[config.mk]
export PLATFORM = sky130hd
export DESIGN_NAME = bexkat1_intctl_flat
export DESIGN_NICKNAME = d
export VERILOG_FILES = /design/src/rtl/bexkat1_intctl_pkg.sv /design/src/rtl/bexkat1_intctl_if.sv /design/src/rtl/bexkat1_intctl_irq_sync.sv /design/src/rtl/bexkat1_intctl.sv /design/src/flat_wrapper.sv
export SDC_FILE = /design/constraint.sdc
export NUM_CORES = 1
export LEC_CHECK = 0
export ABC_AREA = 0
export CAP_MARGIN = 20
export CELL_PAD_IN_SITES_DETAIL_PLACEMENT = 0
export CELL_PAD_IN_SITES_GLOBAL_PLACEMENT = 1
export CORE_UTILIZATION = 32
export DETAILED_ROUTE_END_ITERATION = 10
export GPL_TIMING_DRIVEN = 0
export PLACE_DENSITY_LB_ADDON = 0.1
export SYNTH_ARGS = -nofsm -noshare
export SYNTH_HDL_FRONTEND = slang
export SYNTH_SLANG_ARGS = --single-unit
[constraint.sdc]
create_clock -name clk_i -period 2.4 [get_ports clk_i]
set_clock_uncertainty 0.15 [all_clocks]
set_input_delay 0.6 -clock clk_i [delete_from_list [all_inputs] [get_ports clk_i]]
set_output_delay 0.6 -clock clk_i [all_outputs]
set_load 0.005 [all_outputs]
[src/rtl/bexkat1_intctl_pkg.sv]
// Shared constants and helpers for the bexkat1 priority interrupt controller.
package bexkat1_intctl_pkg;

  localparam int unsigned NSRC = 7;

  localparam logic [1:0] INTCTL_PENDING = 2'd0;
  localparam logic [1:0] INTCTL_MASK    = 2'd1;
  localparam logic [1:0] INTCTL_FORCE   = 2'd2;
  localparam logic [1:0] INTCTL_STATUS  = 2'd3;

  localparam int unsigned STATUS_S_LSB     = 0;
  localparam int unsigned STATUS_INTER_LSB = 8;

  typedef logic [NSRC-1:0] src_t;

  // Highest set bit index plus one, 0 when nothing is set.
  function automatic logic [2:0] prio_enc(input src_t v);
    logic [2:0] r;
    r = '0;
    for (int i = 0; i < NSRC; i++) begin
      if (v[i]) r = 3'(i + 1);
    end
    return r;
  endfunction

endpackage

[src/rtl/bexkat1_intctl_if.sv]
// Bus slave signals between the bexkat1 CPU and the interrupt controller.
interface bexkat1_intctl_if;
  logic        cyc_i;
  logic        we_i;
  logic [1:0]  adr_i;
  logic [3:0]  sel_i;
  logic [31:0] dat_i;
  logic [31:0] dat_o;
  logic        ack_o;

  modport slave (
    input  cyc_i, we_i, adr_i, sel_i, dat_i,
    output dat_o, ack_o
  );

  modport master (
    output cyc_i, we_i, adr_i, sel_i, dat_i,
    input  dat_o, ack_o
  );
endinterface

[src/rtl/bexkat1_intctl_irq_sync.sv]
// Per-source synchroniser chain plus history flop; reports the synchronised
// level and a one-cycle rising-edge strobe.
module bexkat1_intctl_irq_sync #(
  parameter int unsigned SYNC_STAGES = 2
) (
  input  logic clk_i,
  input  logic rst_i,
  input  logic irq_i,
  output logic s_o,
  output logic edge_o
);

  logic [SYNC_STAGES-1:0] r_sync;
  logic                   r_hist;

  always_ff @(posedge clk_i or posedge rst_i) begin
    if (rst_i) begin
      r_sync <= '0;
      r_hist <= 1'b0;
    end else begin
      r_sync <= {r_sync[SYNC_STAGES-2:0], irq_i};
      r_hist <= r_sync[SYNC_STAGES-1];
    end
  end

  assign s_o    = r_sync[SYNC_STAGES-1];
  assign edge_o = s_o & ~r_hist;

endmodule

[src/rtl/bexkat1_intctl.sv]
// Priority interrupt controller: latches 7 sources into pending, masks them and
// drives the highest enabled level to the CPU; software access via a bus slave.
module bexkat1_intctl
  import bexkat1_intctl_pkg::*;
#(
  parameter int unsigned SYNC_STAGES = 2,
  parameter src_t        EDGE_MASK   = 7'h7f
) (
  input  logic                    clk_i,
  input  logic                    rst_i,
  bexkat1_intctl_if.slave         bus,
  input  logic [NSRC-1:0]         irq_src,
  output logic [2:0]              inter_o
);

  src_t        w_s, w_edge;
  src_t        r_pending, r_mask, r_force;
  src_t        w_pending_d, w_mask_d, w_force_d, w_clr, w_set;
  logic        r_ack, w_access, w_wr;
  logic [31:0] r_dat, w_rdata;
  logic [2:0]  r_inter;
  logic        w_unused_bits;

  for (genvar g = 0; g < NSRC; g++) begin : g_sync
    bexkat1_intctl_irq_sync #(
      .SYNC_STAGES(SYNC_STAGES)
    ) u_sync (
      .clk_i  (clk_i),
      .rst_i  (rst_i),
      .irq_i  (irq_src[g]),
      .s_o    (w_s[g]),
      .edge_o (w_edge[g])
    );
  end

  assign w_unused_bits = ^{bus.sel_i[3:1], bus.dat_i[31:NSRC]};

  always_comb begin
    w_access = bus.cyc_i & ~r_ack;
    w_wr     = w_access & bus.we_i & bus.sel_i[0];
    w_clr    = '0;
    w_set    = '0;
    w_mask_d = r_mask;
    if (w_wr) begin
      unique case (bus.adr_i)
        INTCTL_PENDING: w_clr    = bus.dat_i[NSRC-1:0];
        INTCTL_MASK:    w_mask_d = bus.dat_i[NSRC-1:0];
        INTCTL_FORCE:   w_set    = bus.dat_i[NSRC-1:0];
        default:        ;
      endcase
    end
    w_force_d = (r_force | w_set) & ~w_clr;
    // Edge sources: set beats clear. Level sources follow s unless forced.
    w_pending_d = (EDGE_MASK & (w_edge | w_set | (r_pending & ~w_clr)))
                | (~EDGE_MASK & (w_s | w_force_d));
  end

  always_comb begin
    w_rdata = '0;
    unique case (bus.adr_i)
      INTCTL_PENDING: w_rdata[NSRC-1:0] = r_pending;
      INTCTL_MASK:    w_rdata[NSRC-1:0] = r_mask;
      INTCTL_STATUS: begin
        w_rdata[STATUS_INTER_LSB +: 3]  = r_inter;
        w_rdata[STATUS_S_LSB +: NSRC]   = w_s;
      end
      default:        ;
    endcase
  end

  always_ff @(posedge clk_i or posedge rst_i) begin
    if (rst_i) begin
      r_ack     <= 1'b0;
      r_dat     <= '0;
      r_pending <= '0;
      r_mask    <= '0;
      r_force   <= '0;
      r_inter   <= '0;
    end else begin
      r_ack     <= w_access;
      r_dat     <= w_access ? w_rdata : '0;
      r_pending <= w_pending_d;
      r_mask    <= w_mask_d;
      r_force   <= w_force_d;
      r_inter   <= prio_enc(r_pending & r_mask);
    end
  end

  assign bus.ack_o = r_ack;
  assign bus.dat_o = r_dat;
  assign inter_o   = r_inter;

endmodule

[src/flat_wrapper.sv]
// flat-port wrapper written by rule: the top's interface ports become plain ports
module bexkat1_intctl_flat import bexkat1_intctl_pkg::*;
#(
  parameter int unsigned SYNC_STAGES = 2,
  parameter src_t        EDGE_MASK   = 7'h7f
)
  (clk_i, rst_i, irq_src, inter_o, bus_cyc_i, bus_we_i, bus_adr_i, bus_sel_i, bus_dat_i, bus_dat_o, bus_ack_o);
  bexkat1_intctl_if bus_i ();
  input  logic clk_i;
  input  logic rst_i;
  input  logic [NSRC-1:0] irq_src;
  output logic [2:0] inter_o;
  input wire logic [$bits(bus_i.cyc_i)-1:0] bus_cyc_i;
  input wire logic [$bits(bus_i.we_i)-1:0] bus_we_i;
  input wire logic [$bits(bus_i.adr_i)-1:0] bus_adr_i;
  input wire logic [$bits(bus_i.sel_i)-1:0] bus_sel_i;
  input wire logic [$bits(bus_i.dat_i)-1:0] bus_dat_i;
  output wire logic [$bits(bus_i.dat_o)-1:0] bus_dat_o;
  output wire logic [$bits(bus_i.ack_o)-1:0] bus_ack_o;
  assign bus_i.cyc_i = bus_cyc_i;
  assign bus_i.we_i = bus_we_i;
  assign bus_i.adr_i = bus_adr_i;
  assign bus_i.sel_i = bus_sel_i;
  assign bus_i.dat_i = bus_dat_i;
  assign bus_dat_o = bus_i.dat_o;
  assign bus_ack_o = bus_i.ack_o;
  bexkat1_intctl #(.SYNC_STAGES(SYNC_STAGES), .EDGE_MASK(EDGE_MASK)) u_core (.clk_i(clk_i), .rst_i(rst_i), .bus(bus_i), .irq_src(irq_src), .inter_o(inter_o));
endmodule
== Word-level counts from Yosys, hierarchy flattened ==
Cells that the tools add are included.
Storage, ports and cells
  flip-flop bits (word level): 71
  latch bits: 0
  RAM bits: 0
  ROM bits: 0
  bits of input ports: 49
  output and inout bits: 36
  logic and storage cells: 61
  memories kept: 0
Cells by class
  add/sub/neg operators: 0
  multipliers: 0
  divide/modulo/power cells: 0
  order comparisons: 0
  equal/unequal tests: 3
  shift operators: 0
  multiplexer cells: 14
  bitwise logic cells: 23
  reduce and logical (&&, ||, !) cells: 2
Operator list (count)
  two-way mux 7 bit: 4
  one-hot mux 7 bit (3 select lines): 1
  two-way mux 3 bit: 5
  bitwise AND 7 bit: 2
  OR 7 bit: 2
  two-way mux 11 bit: 1
  bitwise AND 1 bit: 10
  inverter 1 bit: 8
  inverter 7 bit: 1
  equality test 2 bit, second input constant: 2
  two-way mux 2 bit: 2
  equality test 2 x 1 -> 1 bit, second input constant: 1
  zero test 2 bit: 1
  AND reduction 2 bit: 1
  two-way mux 1 bit: 1

== Logic depth before layout (Yosys ltp) ==
  depth in word-level cells: 8
  gate-level depth with buffers: 5
  depth with buffers taken out: 3

== By module ==
A second synthesis with hierarchy kept.
Unflattened totals
  cell total of the unflattened synthesis: 166
  area, all modules: 2099.5 um^2
Modules (own cells, without submodules)
  bexkat1_intctl: instances 1, cells an instance 131, area an instance 1451.4 um^2, sequential area each 700.7 um^2
  bexkat1_intctl_irq_sync: instances 7, cells an instance 5, area an instance 92.6 um^2, sequential area each 75.1 um^2

== Worst setup path before layout ==
OpenSTA, ideal clock, no wires.
  kind: input-to-reg
  from: input port bus_we_i
  to: register u_core.r_pending[0]
  library setup time: 0.126 ns
  arrival: 1.529 ns
  data required time: 2.124 ns
  setup slack: 0.595 ns
  stages on the path: 5
  path buffers: 2
  cell sequence: and4b_1 -> buf_6 -> and3b_1 -> buf_6 -> a221o_1
On the way
  word-level cells in the longest chain between the ends: 6
  elaborated cells on any way between the ends: 8
  those cells by class: mux: 2; bitwise: 6
RTL lines
  from (decl): RTL line flat_wrapper.sv:14  | input wire logic [$bits(bus_i.we_i)-1:0] bus_we_i;
  bitwise AND 1 bit (*) (2 in a row): RTL line bexkat1_intctl.sv:40  | w_wr = w_access & bus.we_i & bus.sel_i[0];
  two-way mux 7 bit: RTL line bexkat1_intctl.sv:44  | if (w_wr) begin
  inverter 7 bit
  bitwise AND 7 bit: RTL line bexkat1_intctl.sv:54  | w_pending_d = (EDGE_MASK & (w_edge | w_set | (r_pending & ~w_clr)))
  OR 7 bit (*): RTL line bexkat1_intctl.sv:54
  named net u_core.w_pending_d[0]: RTL line bexkat1_intctl.sv:18  | src_t w_pending_d, w_mask_d, w_force_d, w_clr, w_set;
  to (signal assigned): RTL line bexkat1_intctl.sv:82  | r_pending <= w_pending_d;
  to (decl): RTL line bexkat1_intctl.sv:17  | src_t r_pending, r_mask, r_force;
Mark *: on every way through the listed nets, which the timed path passes. The rest lies on a longest branch.
A chain may end at the register's enable or synchronous reset.

== Worst setup path in the final report ==
  from: input port bus_adr_i[0]
  to: register u_core.r_pending[3]
On the way
  word-level cells in the longest chain between the ends: 6
  elaborated cells on any way between the ends: 10
  those cells by class: eq/ne: 1; mux: 4; bitwise: 4; reduce/logical: 1
RTL lines
  from (decl): RTL line flat_wrapper.sv:15  | input wire logic [$bits(bus_i.adr_i)-1:0] bus_adr_i;
  zero test 2 bit: RTL line bexkat1_intctl.sv:45  | unique case (bus.adr_i)
  two-way mux 7 bit: RTL line bexkat1_intctl.sv:45
  two-way mux 7 bit: RTL line bexkat1_intctl.sv:44
  inverter 7 bit
  bitwise AND 7 bit: RTL line bexkat1_intctl.sv:54
  OR 7 bit (*): RTL line bexkat1_intctl.sv:54
  named net u_core.w_pending_d[3]: RTL line bexkat1_intctl.sv:18
Marked as above.

==> results_dict.tcl <==
set metrics [dict create \
    endpoint_kind "flop" \
    cts.clk_slew.worst_paths_ns 0.09 \
    grt_pass1_wl_um 6465 \
    nFillCells 560 \
    criticalPathCategory "in2reg" \
    initial_utilization_pct 33.52 \
    whs_path_depth 0 \
    drtPass1Iterations 4 \
    fin_nets 265 \
    critPathSlowestCell "clkdlybuf4s50_1" \
    fmax_mhz 445.6 \
    status "finished, final reports clean" \
    antenna_found_initial 0 \
    slowest_delay_ns 0.47 \
    numPortBuffers 34 \
    rsz0062_at_grt "no" \
    num_antenna_cells 0 \
    antenna_left 0 \
    min_from "u_core.g_sync[0].u_sync.r_sync[0]" \
    final_cell_mix "dfrtp_1 (49), clkdlybuf4s50_1 (34), buf_4 (23)" \
    cts_made_buffers 5 \
    whs_ns 0.2033 \
    post_cts_buffers 0 \
    post-route-util_pct 44.65 \
    ys_seq_area_share_pct 61.06 \
    die_h_um 81.22 \
    initialDrtViolationCount 54 \
    syn_area_um2 2008 \
    crit_fanout 10 \
    cts.htree.levels 2 \
    cts-root-buf "clkbuf_8" \
    holdPathEnd "u_core.g_sync[0].u_sync.r_sync[1]" \
    synth_seq_cells 49 \
    dpl.hpwl_um 2861 \
    vias_per_cell 4.332 \
    drc 0 \
    fp-row-count 28 \
    layout_commonest_cell "dfrtp_1" \
    cp.required_ns 2.44 \
    p_leak_nw 1.228 \
    hold_buffers 0 \
    gp_congestion 0.7514 \
    r2r-end "u_core.r_mask[2]" \
    clkSinkCount 49 \
    power.total_mw 1.949 \
    stdcell_count 292 \
    worst_pin_slew_ns 0.5258 \
    num_io_pins 85 \
    dp.cells 284 \
    r2r_start "u_core.bus.ack_o" \
    chipWidth_um 81.22 \
    period_minus_slack_ns 2.244 \
    cts_max_path_buffers 2 \
    cp.arrival_ns 2.28 \
    hold_class "reg2reg" \
    setup_violations 0 \
    dieArea_um2 6597 \
    fin_crit_sh_pct 93.50 \
    start_kind "input pin" \
    core_um2 5991 \
    ir_worst_vdd_mv 0.3365 \
    max-cap-violations 0 \
    synthFlopType "dfrtp_1" \
    cts_resized 0 \
    wl_per_cell_um 13.73 \
    drive_gt1_share_pct 23.50 \
    seq_area_um2 1226 \
    worstPathCellList "clkdlybuf4s50_1, nor2_1, clkbuf_1, nand3_1, a221o_1" \
    r2r_slack_ns 0.67 \
    power_density_nw_per_um2 728.5 \
    multi_input_area_um2 641.9 \
    tritoncts "yes" \
    hold_violations 0 \
    place_ws_ns -0.1398 \
    async_reset_ff_share_pct 100.0 \
    first_global_vias 1256 \
    synth_warnings 0 \
    area_growth_syn_to_layout_pct 33.21 \
    grt_use_total_pct 13.36 \
    vias 1265 \
    rr_worst_depth 5 \
    grt-ovfl-total 0 \
    syn_avg_cell_area_um2 13.13 \
    slew_violations 0 \
    synth-edff-count 0 \
    clk_latency_ns 0.30 \
    max-slew-margin-rel_pct 64.94 \
    wirelength_um 4008 \
    grt_max_degree 27 \
    ys_types 26 \
    synthCells 153 \
    fin_ws_ns 0.1559 \
]
-- per-layer routing --
layer	global-route usage [%]	part of all wire (%)	vias to the layer above
met5	0	0	-
met4	4.286	1.1	0
met3	3.034	5.5	4
met2	22.35	51	45
met1	17.03	42	602
li1	-	-	614
-- worst max-delay path by stage --
stage | slack (ns) | from | endpoint
after global routing | 0.04 | bus_adr_i[0] | u_core.r_pending[5]
after floorplan | 0.48 | rst_i | u_core.bus.ack_o
after global placement | -0.44 | rst_i | u_core.g_sync[6].u_sync.r_sync[0]
final | 0.16 | bus_adr_i[0] | u_core.r_pending[3]
after CTS | 0.18 | bus_adr_i[0] | u_core.r_pending[4]
after detailed placement | -0.14 | bus_adr_i[0] | u_core.r_pending[3]
-- cells by family after synthesis --
logic type,Yosys count,synth area share (%)
flip-flops,49,61.06
AND/OR/NAND/NOR,37,10.09
buffers and inverters,31,10.90
AO/OA/AOI/OAI,20,8.100
multiplexers,15,9.658
other,1,0.1867
-- where the power goes --
part	internal [mW]	switching (mW)	leakage (nW)	total, mW
sequential	0.901	0.0533	0.577	0.955
clock	0.414	0.271	0.0681	0.685
combinational	0.196	0.113	0.583	0.309
-- layout make-up --
type / count / area share [%]
buffer: 29 / 7.905
multi-input combinational: 94 / 23.99
clock inverter: 3 / 2.432
clock buffer: 5 / 2.572
timing repair buffer: 35 / 13.47
inverter: 2 / 0.2806
tap: 75 / 3.508
sequential: 49 / 45.84
-- registers in the layout, summed over array words and instances (netlist names) --
register	flops
u_core.g_sync.u_sync.r_sync	14
u_core.bus.dat_o	10
u_core.g_sync.u_sync.r_hist	7
u_core.r_mask	7
u_core.r_pending	7
u_core.inter_o	3
u_core.bus.ack_o	1
-- through the flow --
stage | area (um^2) | setup TNS, ns
after global placement | 2521 | -22.08
after floorplan | 2087 | 0
after CTS | 2675 | 0
after detailed placement | 2541 | -0.4147
final | 2675 | 0
after global routing | 2675 | 0
-- cells in the mapped netlist, types with 2 or more instances --
| library cell | n | area share, % |
|---|---|---|
| mux2_2 | 7 | 3.9 |
| nand2_1 | 5 | 0.93 |
| buf_6 | 2 | 1.1 |
| and4_1 | 3 | 1.3 |
| a221o_1 | 6 | 3.0 |
| mux2_4 | 7 | 5.2 |
| a22oi_1 | 9 | 3.4 |
| nand3_1 | 7 | 1.7 |
| dfrtp_1 | 49 | 61 |
| o21ai_0 | 2 | 0.50 |
| nor2b_1 | 7 | 2.2 |
| clkbuf_1 | 3 | 0.56 |
| buf_4 | 23 | 8.6 |
| nor2_1 | 10 | 1.9 |
| and3b_1 | 2 | 0.87 |
-- worst max-delay path, delay by kind of cell --
kind | cells | cell delay (ns)
compound gates | 1 | 0.31
simple gates | 2 | 0.43
buf+inv | 2 | 0.93
Power figures use the tool's default switching activity.
